<file path="src/rtl/rom_port_arbiter_if.sv">
// Bus bundle between the fetch/load requesters, the shared ROM and the arbiter.
// The master side is the environment (core + ROM); the slave side is the arbiter.
interface rom_port_arbiter_if #(
  parameter int unsigned WIDTH = 32,
  parameter int unsigned CNT_W = 16
);
  logic             if_req;
  logic [WIDTH-1:0] if_addr;
  logic             if_gnt;
  logic             if_rvalid;
  logic [WIDTH-1:0] if_rdata;
  logic             if_err;

  logic             d_req;
  logic [WIDTH-1:0] d_addr;
  logic             d_gnt;
  logic             d_rvalid;
  logic [WIDTH-1:0] d_rdata;
  logic             d_err;

  logic [WIDTH-1:0] rom_addr;
  logic [WIDTH-1:0] rom_data;
  logic [CNT_W-1:0] conflict_cnt;

  modport master (
    output if_req, if_addr, d_req, d_addr, rom_data,
    input  if_gnt, if_rvalid, if_rdata, if_err,
    input  d_gnt, d_rvalid, d_rdata, d_err,
    input  rom_addr, conflict_cnt
  );

  modport slave (
    input  if_req, if_addr, d_req, d_addr, rom_data,
    output if_gnt, if_rvalid, if_rdata, if_err,
    output d_gnt, d_rvalid, d_rdata, d_err,
    output rom_addr, conflict_cnt
  );
endinterface

</file>
<file path="src/rtl/rom_port_arbiter.sv">
// Round-robin arbiter sharing one combinational ROM between instruction fetch
// and data load; one access per cycle, registered response one cycle later.
module rom_port_arbiter #(
  parameter int unsigned WIDTH  = 32,
  parameter int unsigned LENGTH = 1024,
  parameter int unsigned CNT_W  = 16
) (
  input logic             clk,
  input logic             rst_n,
  rom_port_arbiter_if.slave bus
);

  localparam logic [WIDTH-1:0] LEN_LIMIT = WIDTH'(LENGTH);
  localparam logic [CNT_W-1:0] CNT_MAX   = '1;

  typedef struct packed {
    logic             rvalid;
    logic             err;
    logic [WIDTH-1:0] rdata;
  } rsp_t;

  logic             last_d,   last_d_nxt;
  rsp_t             if_rsp,   if_rsp_nxt;
  rsp_t             d_rsp,    d_rsp_nxt;
  logic [CNT_W-1:0] cnt,      cnt_nxt;

  logic             gnt_if;
  logic             gnt_d;
  logic             both_req;
  logic [WIDTH-1:0] gnt_addr;
  logic             addr_ok;

  // Arbitration: a lone requester wins; on contention the port not served last wins.
  always_comb begin
    both_req = bus.if_req & bus.d_req;
    gnt_d    = bus.d_req & (~bus.if_req | ~last_d);
    gnt_if   = bus.if_req & ~gnt_d;
    gnt_addr = gnt_d ? bus.d_addr : bus.if_addr;
    addr_ok  = (gnt_addr[1:0] == 2'b00) &&
               ({2'b00, gnt_addr[WIDTH-1:2]} < LEN_LIMIT);
  end

  assign bus.if_gnt   = gnt_if;
  assign bus.d_gnt    = gnt_d;
  assign bus.rom_addr = ((gnt_if | gnt_d) && addr_ok) ? gnt_addr : '0;

  // Next-state: pointer, per-port response capture and saturating contention count.
  always_comb begin
    last_d_nxt        = last_d;
    if_rsp_nxt        = if_rsp;
    d_rsp_nxt         = d_rsp;
    cnt_nxt           = cnt;
    if_rsp_nxt.rvalid = 1'b0;
    d_rsp_nxt.rvalid  = 1'b0;

    if (gnt_if | gnt_d) begin
      last_d_nxt = gnt_d;
    end

    if (gnt_if) begin
      if_rsp_nxt.rvalid = 1'b1;
      if_rsp_nxt.err    = ~addr_ok;
      if_rsp_nxt.rdata  = addr_ok ? bus.rom_data : '0;
    end

    if (gnt_d) begin
      d_rsp_nxt.rvalid = 1'b1;
      d_rsp_nxt.err    = ~addr_ok;
      d_rsp_nxt.rdata  = addr_ok ? bus.rom_data : '0;
    end

    if (both_req && (cnt != CNT_MAX)) begin
      cnt_nxt = cnt + CNT_W'(1);
    end
  end

  // Reset drops any grant made in the same cycle and hands the first contention to fetch.
  always_ff @(posedge clk) begin
    if (!rst_n) begin
      last_d <= 1'b1;
      if_rsp <= '0;
      d_rsp  <= '0;
      cnt    <= '0;
    end else begin
      last_d <= last_d_nxt;
      if_rsp <= if_rsp_nxt;
      d_rsp  <= d_rsp_nxt;
      cnt    <= cnt_nxt;
    end
  end

  assign bus.if_rvalid    = if_rsp.rvalid;
  assign bus.if_err       = if_rsp.err;
  assign bus.if_rdata     = if_rsp.rdata;
  assign bus.d_rvalid     = d_rsp.rvalid;
  assign bus.d_err        = d_rsp.err;
  assign bus.d_rdata      = d_rsp.rdata;
  assign bus.conflict_cnt = cnt;

endmodule

</file>
<file path="src/flat_wrapper.sv">
// flat-port wrapper written by rule: the top's interface ports become plain ports
module rom_port_arbiter_flat 
#(
  parameter int unsigned WIDTH  = 32,
  parameter int unsigned LENGTH = 1024,
  parameter int unsigned CNT_W  = 16
)
  (clk, rst_n, bus_if_req, bus_if_addr, bus_d_req, bus_d_addr, bus_rom_data, bus_if_gnt, bus_if_rvalid, bus_if_rdata, bus_if_err, bus_d_gnt, bus_d_rvalid, bus_d_rdata, bus_d_err, bus_rom_addr, bus_conflict_cnt);
  rom_port_arbiter_if #(.WIDTH(WIDTH), .CNT_W(CNT_W)) bus_i ();
  input logic clk;
  input logic rst_n;
  input wire logic [$bits(bus_i.if_req)-1:0] bus_if_req;
  input wire logic [$bits(bus_i.if_addr)-1:0] bus_if_addr;
  input wire logic [$bits(bus_i.d_req)-1:0] bus_d_req;
  input wire logic [$bits(bus_i.d_addr)-1:0] bus_d_addr;
  input wire logic [$bits(bus_i.rom_data)-1:0] bus_rom_data;
  output wire logic [$bits(bus_i.if_gnt)-1:0] bus_if_gnt;
  output wire logic [$bits(bus_i.if_rvalid)-1:0] bus_if_rvalid;
  output wire logic [$bits(bus_i.if_rdata)-1:0] bus_if_rdata;
  output wire logic [$bits(bus_i.if_err)-1:0] bus_if_err;
  output wire logic [$bits(bus_i.d_gnt)-1:0] bus_d_gnt;
  output wire logic [$bits(bus_i.d_rvalid)-1:0] bus_d_rvalid;
  output wire logic [$bits(bus_i.d_rdata)-1:0] bus_d_rdata;
  output wire logic [$bits(bus_i.d_err)-1:0] bus_d_err;
  output wire logic [$bits(bus_i.rom_addr)-1:0] bus_rom_addr;
  output wire logic [$bits(bus_i.conflict_cnt)-1:0] bus_conflict_cnt;
  assign bus_i.if_req = bus_if_req;
  assign bus_i.if_addr = bus_if_addr;
  assign bus_i.d_req = bus_d_req;
  assign bus_i.d_addr = bus_d_addr;
  assign bus_i.rom_data = bus_rom_data;
  assign bus_if_gnt = bus_i.if_gnt;
  assign bus_if_rvalid = bus_i.if_rvalid;
  assign bus_if_rdata = bus_i.if_rdata;
  assign bus_if_err = bus_i.if_err;
  assign bus_d_gnt = bus_i.d_gnt;
  assign bus_d_rvalid = bus_i.d_rvalid;
  assign bus_d_rdata = bus_i.d_rdata;
  assign bus_d_err = bus_i.d_err;
  assign bus_rom_addr = bus_i.rom_addr;
  assign bus_conflict_cnt = bus_i.conflict_cnt;
  rom_port_arbiter #(.WIDTH(WIDTH), .LENGTH(LENGTH), .CNT_W(CNT_W)) u_core (.clk(clk), .rst_n(rst_n), .bus(bus_i));
endmodule
</file>
<file path="config.mk">
export PLATFORM = sky130hd
export DESIGN_NAME = rom_port_arbiter_flat
export DESIGN_NICKNAME = d
export VERILOG_FILES = /design/src/rtl/rom_port_arbiter_if.sv /design/src/rtl/rom_port_arbiter.sv /design/src/flat_wrapper.sv
export SDC_FILE = /design/constraint.sdc
export NUM_CORES = 1
export LEC_CHECK = 0
export ABC_AREA = 1
export CAP_MARGIN = 0
export CORE_UTILIZATION = 39
export DETAILED_ROUTE_END_ITERATION = 6
export GPL_ROUTABILITY_DRIVEN = 0
export PLACE_DENSITY = 0.89
export SLEW_MARGIN = 20
export SYNTH_ARGS = -nofsm -noshare
export SYNTH_HDL_FRONTEND = slang
export SYNTH_SLANG_ARGS = --single-unit
</file>
<file path="constraint.sdc">
create_clock -name clk -period 1.9 [get_ports clk]
set_input_delay 0.19 -clock clk [delete_from_list [all_inputs] [get_ports clk]]
set_output_delay 0.19 -clock clk [all_outputs]
set_load 0.01 [all_outputs]
</file>
# Word-level counts from Yosys, hierarchy flattened
# Index checks and enable logic that the tools add are counted.
# word_totals
reg_bits	85
out_inout_bits	118
word_cells	29
# classes
n_addsub	1
order_cmp	1
eq_ne	1
n_mux	5
bitwise_logic	9
n_reduce_logical	4
# op_table
cell	count
$mux 32	3
$mux 34	2
$lt 30x11->1 const B	1
$add 16x1->16 const B	1
$ne 16x16->1 const B	1
$not 1->1	4
$and 1x1->1	3
$logic_and 1x1->1	3
$logic_not 2->1	1
$or 1x1->1	2

# Logic depth before layout (Yosys ltp)
# Gate-level depths: netlist of run 1.
# depth
word_depth	8
mapped_depth	13
depth_no_buf	11

# Worst setup path after synthesis of run 1
# OpenSTA, ideal clock, no wires.
# synth_path
path_type	register -> output
start	reg u_core.last_d
end	out bus_rom_addr[10]
arrival_time_ns	1.598
path_slack_ns	0.112
stages_incl_launch_ff	10
n_path_buf	2
path_cell_list	dfxtp_1 -> nand2_2 -> nand2_2 -> buf_6 -> buf_6 -> o21ai_0 -> nand3_1 -> nor2_4 -> o211ai_2 -> nor2_1
# synth_via
elab_chain_len	8
elab_cells_between_ends	12
# synth_lines
element	line	source
start: declaration	rom_port_arbiter.sv:22	logic last_d, last_d_nxt;
start signal: assignment	rom_port_arbiter.sv:85	last_d <= last_d_nxt;
$not 1->1 *	rom_port_arbiter.sv:36	gnt_d = bus.d_req & (~bus.if_req | ~last_d);
$or 1x1->1 *	rom_port_arbiter.sv:36	
$and 1x1->1 *	rom_port_arbiter.sv:36	
$mux 32 or $not 1->1 (tied branches)	rom_port_arbiter.sv:38, rom_port_arbiter.sv:37	
$lt 30x11->1, or another cell as far along	rom_port_arbiter.sv:40	({2'b00, gnt_addr[WIDTH-1:2]} < LEN_LIMIT);
$logic_and 1x1->1 or $or 1x1->1 (tied branches)	rom_port_arbiter.sv:39, rom_port_arbiter.sv:45	
$logic_and 1x1->1	rom_port_arbiter.sv:45	assign bus.rom_addr = ((gnt_if | gnt_d) && addr_ok) ? gnt_addr : '0;
$mux 32 *	rom_port_arbiter.sv:45	
end: declaration	flat_wrapper.sv:25	output wire logic [$bits(bus_i.rom_addr)-1:0] bus_rom_addr;
# Mark *: on every way between the ends. The rest lies on a longest branch, timed or not.

# Final worst setup path of run 1
# layout_path
start	reg u_core.last_d
end	out bus_rom_addr[6]
# Same word-level chain as after synthesis.

==> summary.txt, run 1 <==
Routing
  • Vias: around 4.5k
  • Routed Antenna Nets: 0
  • Routed wire per std cell: about 14 um
  • Post-route DRC violation count: 0
  • Routed WL: 12700 um
  • Iter 0 DRT Violations: 200
  • Pre-antenna DRT Iters: 4
  • DR vias/cell: 4.98

STA
  • Rel. slew slack: 0.532
  • Worst-Margin Slew: 0.701 ns
  • Clock Skews: 0.00843 ns
  • Hold Vio Cnt, Final: 0
  • Total Neg Setup Slack: -2.90 ns
  • Setup Viol. Count Final: 42
  • Slew Viols, Final: 0
  • Post-route clock period utilization: 1.15
  • Tmin final: 2.18 ns
  • Final WS setup: -0.281 ns
  • RSZ-0062 raised after global routing: true
  • Max Fclk: 458 MHz

Floorplanning
  • Die area: 10700 um2
  • Chip height: around 100 um
  • Top Ports: 218
  • Die Span X: 103 um
  • Core area: 9860 um2
  • Initial Utilization: 0.406
  • Row cnt: 36

Synth
  • Seq/Total Area, Yosys: 0.425
  • Post-synth EDFFs: 0
  • Yosys cell types: 25
  • Mapped Area: 4010 um2
  • Post-Syn Area per Cell: approximately 7 um2
  • Ys Warns: 0
  • #FFs+latches synth: 85
  • Top FF cell, synth: dfxtp_1
  • Async SR Flop Fraction: 0
  • Post-Synthesis Cells: 572

Power and ir drop
  • P_sw: 1.08 mW
  • Sequential share of power: 0.475
  • Worst vdd ir: 0.504 mV
  • Final Power: 4.00 mW
  • Pleak: 2.56 nW
  • Combinational share of power: 0.203
  • Pwr dens: 630 nW/um2
  • Clock share of power: 0.321
  • Switch share: 0.270
  • Int Power: 2.92 mW

Clock tree
  • CTS root buf: clkbuf_8
  • Clk buf depth: 2
  • CTS Buf Count: 9
  • Cts hold-fix bufs: 0
  • CTS tree: done
  • H-tree Lvls: 3
  • Worst-path clk slew: about 0.080 ns
  • Worst-Skew Late Latency: 0.35 ns
  • Clock Sinks: 85

Setup path
  • R2r setup slk: -0.10 ns
  • Worst-path fanout max: 6
  • Setup CP Type: reg2out
  • Worst setup EP type: output pin
  • Startpoint Class: flip-flop
  • Reg-to-reg startpoint: u_core.last_d
  • R2r worst-path depth: 11
  • CP arrival: a little under 2 ns
  • Reg-to-reg critical path endpoint: u_core.bus.if_rdata[21]
  • Critical Path RT: 1.71 ns

Finish
  • Share of layout cells above drive strength 1: 0.0949
  • Area Growth Syn to Fin: 58.4%
  • # nets final: 865
  • Diodes inserted: 0
  • Final Instance Area: 6350 um2
  • Final cell count without fillers: 902

Place
  • IO buf count: 195
  • Placed Instance Area: approximately 6000 um2
  • Post-Place Cells: 883
  • DPL Wire Length: 9220 um

Outcome
  • Outcome: finished, violations left
  • Failing checks: setup timing

Global route
  • Vias in the first global route: 4202
  • Initial antenna violation count: 0
  • Grt ovf: 0
  • GRT Overall Usage: 0.236
  • Largest net degree at the start of global routing: ~80
  • First-pass GRT wire length: 19500 um

Min path
  • Min-delay worst type: in2reg
  • Hold depth: 3
  • Worst min-delay path startpoint: rst_n
  • Hold worst-path end: u_core.bus.conflict_cnt[12]

Run
  • Number of max-cap violations: 0
## worst max path at each step
| stage | cells after the start | slack (ns) | from | end |
|---|---|---|---|---|
| 6_report | 12 | -0.28 | u_core.last_d | bus_rom_addr[6] |
| 5_1_grt | 13 | -0.39 | u_core.last_d | bus_rom_addr[10] |
| 4_1_cts | 13 | -0.31 | u_core.last_d | bus_rom_addr[3] |
| 3_5_place_dp | 13 | -0.76 | bus_if_req | bus_rom_addr[5] |
| 3_3_place_gp | 13 | -0.67 | bus_if_req | bus_rom_addr[9] |
| 2_1_floorplan | 9 | 0.11 | u_core.last_d | bus_rom_addr[10] |
## cell type report
cell class | count | area [um2]
clock buffer | 10 | 128
multi-input combinational | 401 | 1930
tap | 133 | 166
sequential | 85 | 1710
fill | 823 | 3520
inverter | 49 | 186
timing repair buffer | 218 | 2160
clock inverter | 6 | 70.1
## power by group through the flow
| stage | Combinational (mW) | Clock (mW) | Sequential [mW] |
|---|---|---|---|
| CTS | 0.795 | 1.30 | 1.90 |
| global placement | 0.751 | 0 | 1.93 |
| floorplan | 0.318 | 0 | 1.97 |
| global route | 0.890 | 1.39 | 1.91 |
| detailed placement | 0.769 | 0 | 1.94 |
| finish | 0.813 | 1.28 | 1.90 |
## per-stage QoR
stage / util / hold slack, ns / setup slack [ns]
after floorplan: - / 0.366 / 0.112
after global placement: 0.613 / 0.464 / -0.666
after detailed placement: 0.613 / 0.468 / -0.762
after CTS: 0.637 / 0.249 / -0.310
after global routing: 0.643 / 0.272 / -0.386
final: 0.643 / 0.233 / -0.281
## sequential cells by signal (all words and copies together), names as in the netlist
name,count
u_core.bus.if_rvalid,1
u_core.bus.conflict_cnt,16
u_core.bus.d_rvalid,1
u_core.bus.if_err,1
u_core.bus.if_rdata,32
u_core.bus.d_rdata,32
u_core.last_d,1
u_core.bus.d_err,1
## kinds of logic (layout without fill, tap and decap cells)
family / count (synthesis) / in the layout / synth area share
and+or+nand+nor: 238 / 238 / 0.258
AOI/OAI and AO/OA: 136 / 136 / 0.172
buffers and inverters: 107 / 283 / 0.133
DFF: 85 / 85 / 0.425
xor gates and xnor gates: 4 / 4 / 0.00874
adders and majority gates: 1 / 1 / 0.00312
other: 1 / 22 / 0.000936
## critical path, stage by stage, from the launching register on
cell and delay [ns]:
dfxtp_2 0.34, nand2_4 0.09, nand2_8 0.09, clkbuf_16 0.16
nand2_1 0.05, nand2_1 0.05, nor2_1 0.09, nand3_1 0.12
nor2_4 0.16, o211ai_4 0.13, buf_6 0.16, nor2_1 0.08
buf_2 0.13
## Yosys cell counts, types with 2 or more instances
master    instances  area share
buf_2             8       0.010
nand3b_1          7       0.013
buf_6             5       0.014
xnor2_1           2      0.0044
nand2_2           2      0.0031
dfxtp_1          85        0.42
o21ai_0          60       0.075
a21oi_1          56       0.070
buf_4            22       0.041
nand4_1           3      0.0047
xor2_1            2      0.0044
nor3_1            7      0.0087
o21ai_1          19       0.024
nand2_1         114        0.11
nor2_1           37       0.035
inv_1            48       0.045
clkbuf_1         23       0.022
nand3_1          65       0.081
## cell usage in the layout (no fill, tap or decap), types with 2 or more instances in the layout
cell type / n
buf_2: 11
nand3_1: 65
a21oi_1: 56
buf_4: 14
clkinvlp_4: 3
dfxtp_1: 82
xnor2_1: 2
nor2_2: 5
nand2_1: 107
dfxtp_2: 3
nand4_1: 3
nor2_1: 31
conb_1: 22
buf_12: 4
o21ai_1: 20
xor2_1: 2
nand3b_1: 7
nor3_1: 6
nor2_4: 3
buf_6: 3
dlygate4sd2_1: 4
inv_1: 48
nand2_2: 7
o21ai_0: 59
inv_6: 2
clkdlybuf4s50_1: 180
clkbuf_8: 9
## metal layers
metal  GRT usage  wire [um]
met3      0.0672        963
met5           0          0
met4      0.0748        209
met2       0.426       6640
met1       0.267       4890
## what timing repair did
action,4_1_cts,5_1_grt
gates resized for setup,58,16
setup buffers,4,0
gates cloned,1,1
setup endpoints to repair,59,91
pin swaps,9,11
Power figures use the tool's default switching activity.
==> run 2, diff against run 1 <==
--- a/config.mk
+++ b/config.mk
@@ -8,6 +8,7 @@
 export ABC_AREA = 1
 export CAP_MARGIN = 0
 export CORE_UTILIZATION = 39
+export CTS_CLUSTER_SIZE = 24
 export DETAILED_ROUTE_END_ITERATION = 6
 export GPL_ROUTABILITY_DRIVEN = 0
 export PLACE_DENSITY = 0.89
==> results of run 2 <==
No change in the layout: final DEF, timing and power equal those of run 1.
==> RTL edit: new RTL, config.mk and constraints of run 2 <==
Register the output `bus.d_err`, without a reset; this adds one clock of latency there.
--- a/src/rtl/rom_port_arbiter.sv
+++ b/src/rtl/rom_port_arbiter.sv
@@ -93,7 +93,9 @@
   assign bus.if_err       = if_rsp.err;
   assign bus.if_rdata     = if_rsp.rdata;
   assign bus.d_rvalid     = d_rsp.rvalid;
-  assign bus.d_err        = d_rsp.err;
+  always_ff @(posedge clk) begin
+    bus.d_err <= d_rsp.err;
+  end
   assign bus.d_rdata      = d_rsp.rdata;
   assign bus.conflict_cnt = cnt;
 
Function: changed (a bounded check fails within 4 cycles, from zero or initial values and one cycle with rst_n low).
==> RTL edit against run 2 <==
The flow still finishes with violations (negative setup slack); sequential cell count grew 1; register-to-register slack lost 0.12 ns; via count grew 1.5%; die area grew 6.4%; synthesized area grew 6.5%; cell area grew 2.2%; power shrank 0.85%; routed wire length grew 4.0%; setup slack lost 0.049 ns; critical path depth grew 1; clock power shrank 6%; core utilization shrank 2.3 points; critical endpoint is now bus_rom_addr[3]; largest cell class unchanged.
==> RTL edit: results (changes against run 2) <==
[run_status]
status=finished, violations left  ; unchanged
failed_checks=negative setup slack  ; unchanged

[timing]
timing.final.ws_setup_ns=-0.330  ; was -0.281 ns
clock_skew_ns=0.00640  ; was 0.00843 ns
finalSetupViolCount=76  ; was 42
worst_hold_slack_ns=0.243  ; was 0.233 ns
setup_tns_ns=-13.56  ; was -2.90 ns

[place]
postPlaceCellArea_um2=6080  ; was 6050 µm²
hpwl_um=9060  ; was 9220 µm
place_ws_ns=-0.795  ; was -0.762 ns
place_inst=891  ; was 883

[global_route]
antenna_found_initial=0  ; unchanged
met1_usage_pct=25.6  ; was 26.7%
grtUsageTotal_pct=22.4  ; was 23.6%
met3_usage_pct=7.11  ; was 6.72%
grt_use_met2_pct=38.2  ; was 42.6%
first_global_vias=4196  ; was 4202
grt_pass1_wl_um=20100  ; was 19500 µm

[synthesis]
synth_fa_ha_area_share_pct=0.293  ; was 0.312%
synth_compound_area_share_pct=16.1  ; was 17.2%
yosysWarnings=0  ; unchanged
yosysSeqAreaShare_pct=40.3  ; was 42.5%
postSynthCellCount=605  ; was 572
netlist_top_cells_area=dfxtp_1 40%, nand2_1 10%, buf_4 9.5%, nand3_1 7.6%, o21ai_0 7.0%  ; was dfxtp_1 42%, nand2_1 11%, nand3_1 8.1%, o21ai_0 7.5%, a21oi_1 7.0%
synthXorXnorAreaFrac_pct=0.821  ; was 0.874%
synth_common_cells=114 x nand2_1, 86 x dfxtp_1, 65 x nand3_1, 60 x o21ai_0, 56 x a21oi_1  ; was 114 x nand2_1, 85 x dfxtp_1, 65 x nand3_1, 60 x o21ai_0, 56 x a21oi_1
dominantRegCellSynth=dfxtp_1  ; unchanged
synthDistinctLibCells=25  ; unchanged

[worst_setup_path]
cp_max_fo=7  ; was 6
slowest_delay_ns=0.36  ; was 0.34 ns
rr_worst_depth=13  ; was 11
arrival_ns=2.04  ; was 1.99 ns
r2r_end=u_core.bus.d_rdata[13]  ; was u_core.bus.if_rdata[21]
endpoint=bus_rom_addr[3]  ; was bus_rom_addr[6]

[cts]
h-tree-depth=3  ; unchanged
ctsResizeCount=54  ; was 58

[final_layout]
instances_no_fill=919  ; was 902
design_area_um2=6490  ; was 6350 µm²
drive_above_1_share_pct=11.5  ; was 9.49%
nets=879  ; was 865
nFillCells=897  ; was 823

[drt]
drt-initial-drc-count=171  ; was 200
routed_via_density=4.96  ; was 4.98
wl_met2_um=6570  ; was 6640 µm
routed_wl_um=13200  ; was 12700 µm
route.met3.wl_um=975  ; was 963 µm
met1_length_um=5290  ; was 4890 µm
first_pass_iters=5  ; was 4

[min_path]
worstHoldEndpoint=u_core.bus.if_rvalid  ; was u_core.bus.conflict_cnt[12]

[pwr]
p_int_w=0.00283  ; was 0.00292 W
max-vdd-ir-drop_v=0.000441  ; was 0.000504 V
cellLeakagePower_nw=2.64  ; was 2.56 nW

RTL edit: cell types whose count changed after synthesis, sizes merged:
cell / delta
buf: +32
dfxtp: +1
RTL edit: kinds of logic (layout without fill, tap and decap cells):
family	Yosys count	count (layout)
xor gates and xnor gates	4	4
DFF	86	86
adders and majority gates	1	1
AOI/OAI and AO/OA	136	137
and+or+nand+nor	238	238
buffers and inverters	139	295
other	1	22
RTL edit: power by group through the flow:
stage          combinational (W)  clock [W]  sequential, W
6_report                0.000848    0.00120        0.00192
5_1_grt                 0.000921    0.00131        0.00193
4_1_cts                 0.000793    0.00123        0.00192
3_5_place_dp            0.000768          0        0.00196
3_3_place_gp            0.000757          0        0.00196
2_1_floorplan           0.000353          0        0.00198
RTL edit: cell type report:
cell class | count | share of cell area, %
Timing Repair Buffer | 230 | 34.9
Multi-Input combinational cell | 402 | 30.3
Sequential cell | 86 | 26.5
Inverter | 49 | 2.87
Tap cell | 136 | 2.62
Clock buffer | 9 | 1.91
Clock inverter | 7 | 0.848
